$ cat src/rtl/mult_arb_pkg.sv
// mult_arb_pkg: shared FSM states, default latency and counter sizing for the multiplier arbiter
package mult_arb_pkg;
  typedef enum logic [2:0] {S_IDLE, S_CLR, S_START, S_WAIT, S_DONE} state_e;
  localparam int LATENCY_DEFAULT = 20;
  function automatic int cnt_width(input int lat);
    return (lat > 1) ? $clog2(lat) : 1;
  endfunction
endpackage

$ cat src/rtl/mult_rr_pick.sv
// mult_rr_pick: combinational round-robin picker, first asserted request at or after ptr
module mult_rr_pick #(
  parameter int NUM_REQ = 4,
  localparam int IW = $clog2(NUM_REQ)
) (
  input  logic [NUM_REQ-1:0] req_i,
  input  logic [IW-1:0]      ptr_i,
  output logic [NUM_REQ-1:0] grant_o,
  output logic [IW-1:0]      idx_o
);
  logic [IW:0] s;
  // scan from the farthest slot down so the closest asserted slot to ptr wins
  always_comb begin
    grant_o = '0;
    idx_o = '0;
    s = '0;
    for (int k = NUM_REQ - 1; k >= 0; k--) begin
      s = {1'b0, ptr_i} + (IW+1)'(k);
      if (s >= (IW+1)'(NUM_REQ)) s = s - (IW+1)'(NUM_REQ);
      if (req_i[s[IW-1:0]]) begin
        grant_o = '0;
        grant_o[s[IW-1:0]] = 1'b1;
        idx_o = s[IW-1:0];
      end
    end
  end
endmodule

$ cat src/rtl/mult_share_arb.sv
// mult_share_arb: round-robin sharing of one sequential multiplier with fixed, operand-independent latency
module mult_share_arb
  import mult_arb_pkg::*;
#(
  parameter int NUM_BITS = 7,
  parameter int NUM_REQ  = 4,
  parameter int LATENCY  = LATENCY_DEFAULT
) (
  input  logic                     clk,
  input  logic                     rst,
  input  logic [NUM_REQ-1:0]       req_valid,
  output logic [NUM_REQ-1:0]       req_ready,
  input  logic [NUM_REQ*NUM_BITS-1:0] req_multiplier,
  input  logic [NUM_REQ*NUM_BITS-1:0] req_multiplicand,
  input  logic [NUM_REQ-1:0]       req_multiplier_t,
  input  logic [NUM_REQ-1:0]       req_multiplicand_t,
  output logic [NUM_REQ-1:0]       rsp_valid,
  output logic [2*NUM_BITS-1:0]    rsp_product,
  output logic                     rsp_product_t,
  output logic                     busy,
  output logic                     mul_rst,
  output logic                     mul_start,
  output logic                     mul_start_t,
  output logic [NUM_BITS-1:0]      mul_multiplier,
  output logic [NUM_BITS-1:0]      mul_multiplicand,
  output logic                     mul_multiplier_t,
  output logic                     mul_multiplicand_t,
  input  logic [2*NUM_BITS-1:0]    mul_product
);
  localparam int IW = $clog2(NUM_REQ);
  localparam int CW = cnt_width(LATENCY);
  localparam int PW = 2 * NUM_BITS;
  state_e state_q, state_d;
  logic [IW-1:0] ptr_q, ptr_d, grant_q, grant_d, pick_idx;
  logic [NUM_REQ-1:0] pick_oh;
  logic [CW-1:0] cnt_q, cnt_d;
  logic [NUM_BITS-1:0] mult_q, mult_d, mcand_q, mcand_d;
  logic mult_t_q, mult_t_d, mcand_t_q, mcand_t_d;
  logic [PW-1:0] prod_q, prod_d;
  logic prod_t_q, prod_t_d;
  logic hs, cnt_zero;

  mult_rr_pick #(.NUM_REQ(NUM_REQ)) u_pick (
    .req_i(req_valid),
    .ptr_i(ptr_q),
    .grant_o(pick_oh),
    .idx_o(pick_idx)
  );

  assign hs = (state_q == S_IDLE) && |req_valid;
  assign cnt_zero = cnt_q == '0;

  // state and datapath registers; reset drops any transaction in flight
  always_ff @(posedge clk or negedge rst) begin
    if (!rst) begin
      state_q <= S_IDLE;
      ptr_q <= '0;
      grant_q <= '0;
      cnt_q <= '0;
      mult_q <= '0;
      mcand_q <= '0;
      mult_t_q <= 1'b0;
      mcand_t_q <= 1'b0;
      prod_q <= '0;
      prod_t_q <= 1'b0;
    end else begin
      state_q <= state_d;
      ptr_q <= ptr_d;
      grant_q <= grant_d;
      cnt_q <= cnt_d;
      mult_q <= mult_d;
      mcand_q <= mcand_d;
      mult_t_q <= mult_t_d;
      mcand_t_q <= mcand_t_d;
      prod_q <= prod_d;
      prod_t_q <= prod_t_d;
    end
  end

  // fixed path IDLE->CLR->START->WAIT(LATENCY)->DONE, never shortened by operand values
  always_comb begin
    state_d = state_q;
    unique case (state_q)
      S_IDLE:  state_d = hs ? S_CLR : S_IDLE;
      S_CLR:   state_d = S_START;
      S_START: state_d = S_WAIT;
      S_WAIT:  state_d = cnt_zero ? S_DONE : S_WAIT;
      S_DONE:  state_d = S_IDLE;
      default: state_d = S_IDLE;
    endcase
  end

  // latch the winner on handshake, count down the wait, capture the product at zero
  always_comb begin
    grant_d = hs ? pick_idx : grant_q;
    mult_d = hs ? req_multiplier[pick_idx*NUM_BITS +: NUM_BITS] : mult_q;
    mcand_d = hs ? req_multiplicand[pick_idx*NUM_BITS +: NUM_BITS] : mcand_q;
    mult_t_d = hs ? req_multiplier_t[pick_idx] : mult_t_q;
    mcand_t_d = hs ? req_multiplicand_t[pick_idx] : mcand_t_q;
    ptr_d = (state_q != S_DONE) ? ptr_q : (grant_q == IW'(NUM_REQ - 1)) ? '0 : grant_q + 1'b1;
    cnt_d = (state_q == S_START) ? CW'(LATENCY - 1) : (state_q == S_WAIT && !cnt_zero) ? cnt_q - 1'b1 : cnt_q;
    prod_d = (state_q == S_WAIT && cnt_zero) ? mul_product : prod_q;
    prod_t_d = (state_q == S_WAIT && cnt_zero) ? (mult_t_q | mcand_t_q) : prod_t_q;
  end

  // state-decoded control outputs; multiplier is held in reset while rst is low
  always_comb begin
    req_ready = (state_q == S_IDLE) ? pick_oh : '0;
    rsp_valid = (state_q == S_DONE) ? (NUM_REQ'(1) << grant_q) : '0;
    busy = state_q != S_IDLE;
    mul_rst = !rst || (state_q == S_CLR);
    mul_start = state_q == S_START;
    mul_start_t = 1'b0;
  end

  assign mul_multiplier = mult_q;
  assign mul_multiplicand = mcand_q;
  assign mul_multiplier_t = mult_t_q;
  assign mul_multiplicand_t = mcand_t_q;
  assign rsp_product = prod_q;
  assign rsp_product_t = prod_t_q;
endmodule

$ cat config.mk
export PLATFORM = sky130hd
export DESIGN_NAME = mult_share_arb
export DESIGN_NICKNAME = d
export VERILOG_FILES = /design/src/rtl/mult_arb_pkg.sv /design/src/rtl/mult_rr_pick.sv /design/src/rtl/mult_share_arb.sv
export SDC_FILE = /design/constraint.sdc
export NUM_CORES = 1
export LEC_CHECK = 0
export CAP_MARGIN = 10
export CORE_UTILIZATION = 44
export CTS_CLUSTER_DIAMETER = 40
export DETAILED_ROUTE_END_ITERATION = 8
export PLACE_DENSITY_LB_ADDON = 0.25
export SYNTH_ARGS = -nofsm -noshare
export SYNTH_HDL_FRONTEND = slang
export SYNTH_SLANG_ARGS = --single-unit
$ cat constraint.sdc
create_clock -name clk -period 4.6 [get_ports clk]
set_clock_uncertainty 0.1 [all_clocks]
set_input_delay 1.38 -clock clk [delete_from_list [all_inputs] [get_ports clk]]
set_output_delay 1.38 -clock clk [all_outputs]
set_load 0.01 [all_outputs]
Yosys cells after proc, flatten, opt, wreduce, memory -nomap -nowiden
Cells that the tools add are included.
{"block": "word_totals", "regBits": 43, "in_bits": 84, "output_inout_bits": 43, "wordCells": 98}
{"block": "classes", "n_addsub": 9, "n_mul": 1, "magnitude_cmp": 13, "eq_ne": 6, "shift": 3, "muxes": 40, "bitwise_logic": 1, "reduce_logical": 15}
{"operator": "28-bit by 6-bit indexed part select with 7-bit output", "n": 2}
{"operator": "4-bit 2-to-1 mux", "n": 6}
{"operator": "2-bit 2-to-1 mux", "n": 9}
{"operator": "2-bit by 3-bit less-than comparator with 1-bit output, second input constant", "n": 5}
{"operator": "1-bit binary-select mux with 2-bit select", "n": 6}
{"operator": "3-bit case mux with 4 select lines", "n": 1}
{"operator": "1-bit 2-to-1 mux", "n": 11}
{"operator": "5-bit 2-to-1 mux", "n": 2}
{"operator": "3-bit greater-or-equal comparator, second input constant", "n": 3}
{"operator": "1-bit demux with 2-bit select", "n": 4}
{"operator": "2-bit by 1-bit greater-or-equal comparator with 1-bit output, second input constant", "n": 4}
{"operator": "2-bit by 1-bit subtractor with 2-bit output, second input constant", "n": 4}
{"operator": "1-bit logical AND", "n": 7}
{"operator": "2-bit by 2-bit adder with 3-bit output, second input constant", "n": 2}
{"operator": "3-bit by 2-bit equality test with 1-bit output, second input constant", "n": 2}
{"operator": "5-bit logical NOT", "n": 1}
{"operator": "2-bit by 3-bit multiplier with 5-bit output, second input constant", "n": 1}
{"operator": "5-bit by 1-bit subtractor with 5-bit output, second input constant", "n": 1}
{"operator": "4-bit OR reduction", "n": 1}
{"operator": "1-bit by 2-bit << shifter with 4-bit output, first input constant", "n": 1}
{"operator": "2-bit by 1-bit adder with 3-bit output, second input constant", "n": 1}
{"operator": "3-bit by 1-bit equality test with 1-bit output, second input constant", "n": 1}
{"operator": "3-bit equality test, second input constant", "n": 1}
{"operator": "2-bit by 3-bit greater-or-equal comparator with 1-bit output, second input constant", "n": 1}
{"operator": "10 further kinds", "n": 11}

Longest topological paths before layout
{"block": "depth", "ltp_word": 12, "ltp_mapped": 11, "ltp_nobuf": 8}

Hierarchy
From an unflattened synthesis, not the netlist that was laid out.
{"block": "hier_totals", "cells_unflattened": 218, "hier_area_um2": 2865.2}
{"mod": "mult_share_arb", "n_inst": 1, "cells_each": 158, "area_per_inst_um2": 2369.8, "seq_area_each_um2": 1076.0}
{"mod": "mult_rr_pick", "n_inst": 1, "cells_each": 60, "area_per_inst_um2": 495.5, "seq_area_each_um2": 0.0}

Least setup slack after synthesis
Ideal clock, no wire load.
{"block": "synth_path", "path_type": "input port to output port", "from": "in req_valid[1]", "to": "out req_ready[0]", "arrival_time_ns": 2.747, "required_ns": 3.120, "slack_ns": 0.373, "path_stages": 7, "n_path_buf": 1, "cell_sequence": "buf_2 mux4_2 nor2b_1 a22oi_1 o21ai_0 mux2i_1 nor2_1"}
{"block": "synth_between", "elab_chain_cells": 7, "elab_cells_between_ends": 13, "cone_classes": "mux: 13"}
{"element": "start: declaration", "line_no": "mult_share_arb.sv:11", "rtl": "input logic [NUM_REQ-1:0] req_valid,"}
{"element": "1-bit binary-select mux with 2-bit select", "line_no": "mult_rr_pick.sv:20", "rtl": "if (req_i[s[IW-1:0]]) begin"}
{"element": "1-bit 2-to-1 mux (not written as such)", "line_no": "mult_rr_pick.sv:20"}
{"element": "4-bit 2-to-1 mux (3 in a row)", "line_no": "mult_rr_pick.sv:20"}
{"element": "4-bit 2-to-1 mux (*)", "line_no": "mult_rr_pick.sv:20"}
{"element": "4-bit 2-to-1 mux (*)", "line_no": "mult_share_arb.sv:108", "rtl": "req_ready = (state_q == S_IDLE) ? pick_oh : '0;"}
{"element": "end: declaration", "line_no": "mult_share_arb.sv:12", "rtl": "output logic [NUM_REQ-1:0] req_ready,"}
Every way passes the cells marked *; elsewhere a longest branch is shown, timed or not. The select of a mux whose other input is x is not followed.

Final worst setup path
{"block": "layout_path", "from": "in req_valid[0]", "to": "out req_ready[3]"}
Same word-level chain as after synthesis.

==> results.py <==
metrics = {
    "run_status": {
        "status": "finished clean",
    },
    "hold_path": {
        "worst_hold_startpoint": "rsp_product_t",
        "whs_path_depth": 2,
        "whs_endpoint": "rsp_product_t",
        "min_path_type": "register to register",
    },
    "timing": {
        "finalHoldViolCount": 0,
        "worst_pin_slew_ps": 925.7,
        "fin_crit_sh": 0.9833,
        "fin_crit_ps": 4523,
        "max-slew-margin-rel": 0.3782,
        "slew_viol_final": 0,
        "grt_setup_unrepaired": "no",
        "max_freq_mhz": 221.1,
        "setup-violations-final": 0,
        "fin_setup_tns_ps": 0,
    },
    "placement": {
        "io_buffers": 125,
        "gp_congestion": 0.8257,
        "place_hpwl_mm": 5.913,
        "place_area_um2": 4383,
    },
    "synth": {
        "ys_warn_count": 0,
        "ys.flop_type": "dfrtp_1",
        "avgSynthCellArea_um2": 9.676,
        "seq_area_frac_synth": 0.3530,
        "synthArstFlopShare": 1.000,
        "syn_inst": 315,
        "syn_area_um2": 3048,
        "ys_types": 48,
        "syn_nets": 412,
        "synth_seq_cells": 43,
        "synth_enable_flop_cells": 0,
    },
    "pwr": {
        "p_leak_nw": 1.959,
        "vdd_drop_max_mv": 0.3038,
        "power_density_nw_per_um2": 480.8,
    },
    "global_routing": {
        "first_global_vias": 2751,
        "grt_overflow": 0,
        "grt_max_degree": 44,
        "grtUsageTotal": 0.2291,
        "antenna_found_initial": 0,
        "grt_pass1_wl_mm": 13.10,
    },
    "routing": {
        "viasPerCell": 5.438,
        "drt_wl_total_mm": 8.088,
        "firstDrtPassIters": 4,
        "ant_nets": 0,
        "drt_iter0_markers": 143,
        "vias": 2828,
        "wl_per_cell_um": 15.55,
        "drc": 0,
    },
    "floorplanning": {
        "ios": 127,
        "die_w_um": 85.23,
        "rows": 29,
        "die_h_um": 85.23,
        "initial_core_util": 0.4667,
        "coreArea_um2": 6531,
        "die_area_um2": 7264,
    },
    "critical_path": {
        "reg2reg_from": "ptr_q[0]",
        "cp_max_fo": 8,
        "worst_ep_required_time_ps": 3120,
        "arrival_ps": 3040,
        "r2r_cells": 10,
        "cp-end-kind": "primary output",
        "r2r_setup_slack_ps": 1310,
        "timing.rr.end": "mul_multiplier[0]",
        "path_class": "input port to primary output",
        "start_kind": "input port",
    },
    "cells_and_area": {
        "drive_gt1_frac": 0.1693,
        "antennaDiodeCount": 0,
        "seq_area_um2": 1076,
        "final_core_util": 0.6935,
        "final_area_um2": 4529,
        "mostFrequentLayoutCell": "clkdlybuf4s50_1",
        "final_nets": 539,
        "final_cell_mix": "clkdlybuf4s50_1 (116), dfrtp_1 (43), nor2_1 (41)",
        "fillerInstances": 540,
        "syn_to_final_growth_pct": 48.60,
        "multi_input_area_um2": 1813,
    },
    "clock_network": {
        "cts.sinks": 43,
        "cts_htree_levels": 2,
        "clk-insertion-delay-late_ps": 300,
        "cts_buffers": 5,
        "clk_path_buf_depth": 2,
        "cts_tree": "yes",
        "cts.root.buffer_cell": "clkbuf_8",
        "clk_pin_slew_worst_paths_ps": 90,
    },
    "flow_run": {
        "cap_violations": 0,
    },
}
## what timing repair did
| action | in CTS | in global routing |
|---|---|---|
| setup endpoints to repair | 4 | 1 |
| buffers inserted | 1 | 0 |
| pin swaps | 0 | 0 |
| hold buffers | 0 | 0 |
| resized for setup | 27 | 3 |
## Yosys cell counts (8+ instances only)
cell type	n	area [um2]
buf_2	9	45.04
inv_1	11	41.29
mux2i_1	22	220.2
a21oi_1	20	100.1
a31oi_1	12	75.07
nor2_1	41	153.9
ha_1	13	162.7
nand2_1	30	112.6
mux2_2	18	202.7
dfrtp_1	43	1076
o21ai_0	8	40.04
## sequential cells by signal, summed over array words and instances, names as in the netlist
name                count
cnt_q                   5
ptr_q                   2
mul_multiplier_t        1
mul_multiplicand        7
mul_multiplicand_t      1
grant_q                 2
rsp_product_t           1
rsp_product            14
mul_multiplier          7
state_q                 3
## worst max-delay path, stage by stage
cell             delay, ps
dlygate4sd2_1          260
buf_6                  130
mux4_2                 470
nor2b_4                160
a22oi_2                130
o21ai_1                 80
mux2i_1                140
nor2_1                  60
clkdlybuf4s15_2        230
## metal layers
metal | up-vias | wire length (um) | track usage
met5 | - | 0 | 0
li1 | 1380 | - | -
met4 | 0 | 62 | 0.06317
met3 | 6 | 414 | 0.04767
met1 | 1346 | 3466 | 0.2861
met2 | 96 | 4145 | 0.4010
## cell families (layout without fill, tap and decap cells)
| logic type | Yosys count | count (layout) | share of synthesized area |
|---|---|---|---|
| AOI/OAI and AO/OA | 82 | 82 | 0.2073 |
| xor gates and xnor gates | 4 | 4 | 0.01150 |
| adders and majority gates | 13 | 13 | 0.05337 |
| buffers and inverters | 34 | 162 | 0.06157 |
| DFF | 43 | 43 | 0.3530 |
| muxes | 46 | 46 | 0.1720 |
| other | 1 | 1 | 0.001230 |
| and+or+nand+nor | 92 | 92 | 0.1400 |
## worst max-delay path by stage
stage                 startpoint            to  depth (start not counted)  slack [ps]
floorplan           req_valid[1]  req_ready[0]                          7         370
global placement    req_valid[1]  req_ready[2]                          8        -370
detailed placement  req_valid[0]  req_ready[3]                          8        -450
CTS                 req_valid[0]  req_ready[2]                          9         110
global route        req_valid[0]  req_ready[3]                          9          30
finish              req_valid[0]  req_ready[3]                          9          80
## report_power, final
| group | switching, mW | internal, mW |
|---|---|---|
| clock | 0.141 | 0.179 |
| sequential | 0.115 | 0.560 |
| combinational | 0.526 | 0.657 |
## per-stage QoR
stage	hold slack (ps)	total power, mW	instances	setup slack [ps]
3_5_place_dp	376.3	1.852	511	-454.0
4_1_cts	397.2	2.193	520	114.6
6_report	387.0	2.178	520	76.74
3_3_place_gp	366.3	1.821	511	-370.9
2_1_floorplan	360.8	1.340	315	373.0
5_1_grt	415.1	2.330	520	28.37
## area by class of cell
cell class	count	area share
flip-flops and latches	43	0.2376
multi-input cells	238	0.4003
clock inverters	2	0.008564
well taps	77	0.02127
clock buffers	6	0.01823
inverters	11	0.009116
repair buffers	143	0.3050
(Power assumes the default switching activity.)
